[config.mk]
export PLATFORM = sky130hd
export DESIGN_NAME = mixed_radix_down_timer
export DESIGN_NICKNAME = d
export VERILOG_FILES = /design/src/rtl/mixed_radix_down_timer_pkg.sv /design/src/rtl/mixed_radix_down_timer_digit.sv /design/src/rtl/mixed_radix_down_timer.sv
export SDC_FILE = /design/constraint.sdc
export NUM_CORES = 1
export LEC_CHECK = 0
export ABC_CLOCK_PERIOD_IN_PS = 2290
export CELL_PAD_IN_SITES_DETAIL_PLACEMENT = 0
export CELL_PAD_IN_SITES_GLOBAL_PLACEMENT = 2
export CORE_ASPECT_RATIO = 0.9
export CORE_MARGIN = 2
export CORE_UTILIZATION = 24
export DETAILED_ROUTE_END_ITERATION = 6
export HOLD_SLACK_MARGIN = 0.1
export PLACE_DENSITY = 0.86
export SLEW_MARGIN = 20
export SYNTH_ARGS = -nofsm -noshare
export SYNTH_HDL_FRONTEND = slang
export SYNTH_HIERARCHICAL = 1
export SYNTH_SLANG_ARGS = --single-unit
[constraint.sdc]
create_clock -name clock -period 2.29 [get_ports clock]
set_input_delay 0.458 -clock clock [delete_from_list [all_inputs] [get_ports clock]]
set_output_delay 0.458 -clock clock [all_outputs]
set_load 0.02 [all_outputs]
[src/rtl/mixed_radix_down_timer_pkg.sv]
// Shared constants for the mixed-radix countdown timer: default geometry, m:ss radices and
// the behaviour of the count when it reaches all-zero.
package mixed_radix_down_timer_pkg;

  localparam int unsigned DefaultNumDigits = 3;
  localparam int unsigned DefaultDigitW    = 4;

  // Radix of digit i sits in byte i: LSD 10, tens-of-seconds 6, minutes 10.
  localparam logic [23:0] DefaultRadix = 24'h0A060A;

  localparam bit ModeSaturate = 1'b0;
  localparam bit ModeWrap     = 1'b1;

endpackage

[src/rtl/mixed_radix_down_timer_digit.sv]
// One countdown digit of configurable radix with clamped load and a borrow chain.
module mixed_radix_down_timer_digit #(
  parameter int unsigned DigitW = 4,
  parameter int unsigned Radix  = 10
) (
  input  logic              clock,
  input  logic              clear,
  input  logic              load,
  input  logic [DigitW-1:0] load_value,
  input  logic              count,
  input  logic              borrow_in,
  output logic [DigitW-1:0] value,
  output logic              zero,
  output logic              borrow_out
);

  localparam logic [DigitW:0]   RadixW = Radix[DigitW:0];
  localparam logic [DigitW-1:0] MaxVal = RadixW[DigitW-1:0] - 1'b1;

  logic [DigitW-1:0] value_q, value_d;
  logic              dec;

  assign dec        = count & borrow_in;
  assign zero       = (value_q == '0);
  assign borrow_out = borrow_in & zero;
  assign value      = value_q;

  always_comb begin
    value_d = value_q;
    if (load) begin
      // Out-of-range load values saturate to the largest legal digit.
      value_d = ({1'b0, load_value} >= RadixW) ? MaxVal : load_value;
    end else if (dec) begin
      value_d = zero ? MaxVal : value_q - 1'b1;
    end
  end

  always_ff @(posedge clock or negedge clear) begin
    if (!clear) begin
      value_q <= '0;
    end else begin
      value_q <= value_d;
    end
  end

endmodule

[src/rtl/mixed_radix_down_timer.sv]
// Chained mixed-radix down-counter with load clamp, saturate-or-wrap at zero and a done pulse.
module mixed_radix_down_timer
  import mixed_radix_down_timer_pkg::*;
#(
  parameter int unsigned               NUM_DIGITS = DefaultNumDigits,
  parameter int unsigned               DIGIT_W    = DefaultDigitW,
  parameter logic [NUM_DIGITS*8-1:0]   RADIX      = DefaultRadix,
  parameter bit                        WRAP_MODE  = ModeSaturate
) (
  input  logic                          clock,
  input  logic                          clear,
  input  logic                          loadn,
  input  logic                          enable,
  input  logic [NUM_DIGITS*DIGIT_W-1:0] data_in,
  output logic [NUM_DIGITS*DIGIT_W-1:0] data_out,
  output logic                          zero,
  output logic                          tc,
  output logic                          done
);

  logic [NUM_DIGITS-1:0] digit_zero;
  logic [NUM_DIGITS:0]   borrow;
  logic                  load;
  logic                  count;
  logic                  last_one;
  logic                  done_q, done_d;

  assign load      = ~loadn;
  assign zero      = &digit_zero;
  assign tc        = zero & enable;
  assign borrow[0] = 1'b1;

  // In saturate mode the all-zero state simply ignores enable.
  assign count = enable & ~load & (WRAP_MODE | ~zero);

  for (genvar g = 0; g < NUM_DIGITS; g++) begin : gen_digit
    mixed_radix_down_timer_digit #(
      .DigitW(DIGIT_W),
      .Radix (int'(RADIX[g*8 +: 8]))
    ) u_digit (
      .clock     (clock),
      .clear     (clear),
      .load      (load),
      .load_value(data_in[g*DIGIT_W +: DIGIT_W]),
      .count     (count),
      .borrow_in (borrow[g]),
      .value     (data_out[g*DIGIT_W +: DIGIT_W]),
      .zero      (digit_zero[g]),
      .borrow_out(borrow[g+1])
    );
  end

  // A decrement from "...001" is the only count step that lands on all-zero.
  assign last_one = (data_out[DIGIT_W-1:0] == DIGIT_W'(1)) &
                    (&(digit_zero | NUM_DIGITS'(1)));

  always_comb begin
    done_d = count & ~zero & last_one;
  end

  always_ff @(posedge clock or negedge clear) begin
    if (!clear) begin
      done_q <= 1'b0;
    end else begin
      done_q <= done_d;
    end
  end

  assign done = done_q;

endmodule

==> results.py, run 1 <==
metrics = {
    "status": {
        "status": "complete, no violations",
    },
    "worst_setup_path": {
        "setup.worst_path.end": "tc",
        "reg2reg_depth": 6,
        "worstSetupStartpointType": "flop",
        "critical_path_class": "flop to output port",
        "required_ps": 1830,
        "r2r-end": "gen_digit[2].u_digit/value[3]$_DFFE_PN0P_",
        "critPathArrivalTime_ps": 1690,
        "cp_max_fo": 3,
        "rr_startpoint": "gen_digit[0].u_digit/value[2]$_DFFE_PN0P_",
        "crit_start": "gen_digit[0].u_digit/value[2]$_DFFE_PN0P_",
        "r2r_setup_slack_ps": 300,
        "endpoint_kind": "output port",
    },
    "pwr": {
        "p_total_mw": 0.6745,
        "internal_power_mw": 0.4764,
        "vdd_drop_max_mv": 0.2255,
        "leakagePower_nw": 0.5379,
        "p_clk_frac": 0.312,
        "p_sw_mw": 0.1981,
        "power.share.switching": 0.2937,
        "p_seq_frac": 0.393,
        "p_comb_frac": 0.295,
        "power_density_nw_per_um2": 513.9,
    },
    "synthesis": {
        "postSynthAreaPerCell_sq_um": 9.268,
        "synth_area_sq_um": 797.0,
        "ys_warn_count": 6,
        "syn_inst": 86,
    },
    "drt": {
        "vias_per_cell": 4.576,
        "drc": 0,
        "first_pass_iters": 4,
        "avgRoutedWirePerCell_um": 13.03,
        "drt_wl_total_mm": 2.306,
        "vias": 810,
        "ant_nets": 0,
        "drtIter0Drc": 25,
    },
    "floorplan": {
        "die_h_um": 58.67,
        "dieArea_sq_um": 3799,
        "row_count": 19,
        "io_pins": 31,
        "core_area_sq_um": 3114,
        "start_util": 0.2559,
        "die_w_um": 64.75,
    },
    "global_routing": {
        "grt_busiest_layer": "met2",
        "grtUsageMet2": 0.2283,
        "grt-ovfl-total": 0,
        "grt_pass1_wl_mm": 3.898,
        "grt_pass1_vias": 820,
        "antenna_found_initial": 0,
        "grt_max_degree": 14,
        "met1_usage": 0.1641,
        "met3_usage": 0.02294,
        "grt_usage": 0.1346,
    },
    "placed_design": {
        "postPlaceCellArea_sq_um": 1251,
        "dp_slack_ps": 27.18,
        "io_buffers": 30,
        "post-dp-hpwl_mm": 1.733,
        "gp_congestion": 0.7925,
        "place_inst": 173,
    },
    "hold_path": {
        "whs_path_depth": 1,
        "min_path_type": "flop to flop",
    },
    "sta": {
        "rsz0062_at_grt": "false",
        "slew_headroom": 0.5676,
        "layout_setup_ws_ps": 138.5,
        "setup_viol": 0,
        "min_period_ps": 2152,
        "fin_crit_sh": 0.9395,
        "final_hold_viol_count": 0,
        "tightestPinTransition_ps": 646.5,
        "fin_skew_ps": 4.723,
        "finalSetupTns_ps": 0,
        "slew_violations": 0,
        "fmax_ghz": 0.4648,
    },
    "clock_tree": {
        "cts_tree": "yes",
        "clkSlewWorstSetupHoldPaths_ps": 60,
        "cts_buffer_depth": 2,
        "cts-buffers-inserted": 3,
        "cts-htree-levels": 1,
        "clock_latency_ps": 250,
        "cts.sinks": 13,
        "ctsRootBufferMaster": "clkbuf_8",
        "cts_hold_buf": 0,
    },
    "finish": {
        "drive_above_1_share": 0.1407,
        "final_area_sq_um": 1313,
        "antenna_cells": 0,
        "area_growth_pct": 64.68,
        "layout.cells.non_filler": 177,
        "fin_nets": 152,
    },
    "job": {
        "maxCapViolCount": 0,
    },
}
-- metrics by stage --
step	hold WS, ps	util
after detailed placement	552.9	0.4018
after CTS	586.5	0.4215
after global placement	548.4	0.4018
after global routing	615.3	0.4215
after floorplan	162.4	-
final	582.2	0.4215
-- cell usage in the layout, fill, tap and decap left out, drive strengths merged, types with 2 or more instances in the layout --
cell type,instances
o21a,2
a21oi,2
nor2,7
clkdlybuf4s50,28
buf,12
or4,3
inv,4
conb,4
nor4,3
o41ai,2
nand2,4
nand3,2
a31oi,3
clkbuf,4
nand3b,8
o21ai,9
nor2b,2
mux2i,2
xor2,3
and4bb,3
and3,2
or3b,2
and2,3
dfrtp,13
dlygate4sd2,2
-- registers in the layout (all words and copies together) (netlist names) --
signal                   cells
gen_digit.u_digit/value     12
done                         1
-- worst min path at each step --
stage / from / end / slack, ps
after global placement: gen_digit[1].u_digit/value[3]$_DFFE_PN0P_ / gen_digit[1].u_digit/value[3]$_DFFE_PN0P_ / 550
after detailed placement: gen_digit[1].u_digit/value[3]$_DFFE_PN0P_ / gen_digit[1].u_digit/value[3]$_DFFE_PN0P_ / 550
after global routing: gen_digit[1].u_digit/value[3]$_DFFE_PN0P_ / gen_digit[1].u_digit/value[3]$_DFFE_PN0P_ / 620
after CTS: gen_digit[1].u_digit/value[3]$_DFFE_PN0P_ / gen_digit[1].u_digit/value[3]$_DFFE_PN0P_ / 590
final: gen_digit[1].u_digit/value[3]$_DFFE_PN0P_ / gen_digit[1].u_digit/value[3]$_DFFE_PN0P_ / 580
after floorplan: clear / done$_DFF_PN0_ / 160
-- metal layers --
layer  wire [um]  share of wire  up-vias
met4          55          0.024        0
met3         106          0.046        5
li1            -              -      415
met1        1070           0.46      367
met5           0              0        -
met2        1074           0.47       23
-- repair_timing --
| action | in CTS | in global routing |
|---|---|---|
| hold endpoints to repair | 0 | 0 |
| resized for setup | 5 | 0 |
| endpoints found under the setup margin | 2 | 0 |
| buffers inserted | 0 | 0 |
-- worst max-delay path, stage by stage, from the launching register on --
cell and delay [ps]:
dfrtp_1 400, nor4_2 340, and3_1 250, and2_1 130, dlygate4sd2_1 330
-- cell type report --
class	count	area, sq um
Timing Repair Buffer	42	387.9
Inverter	4	15.01
Multi-Input combinational cell	72	486.7
Clock buffer	4	45.04
Sequential cell	13	325.3
Fill cell	310	1802
Tap cell	42	52.55
-- power by group through the flow --
stage	Sequential [mW]	Clock [mW]	Combinational, mW
finish	0.265	0.210	0.199
global route	0.268	0.222	0.217
CTS	0.265	0.217	0.202
detailed placement	0.265	0	0.199
global placement	0.265	0	0.197
floorplan	0.297	0	0.0500
No activity file was read; power rests on OpenSTA's default activity.
==> run 2: changes to the inputs <==
- REMOVE_ABC_BUFFERS: not set -> 1
- SLEW_MARGIN: 20 -> not set
==> results of run 2 <==
Final layout, timing and power as in run 1 (identical DEF).
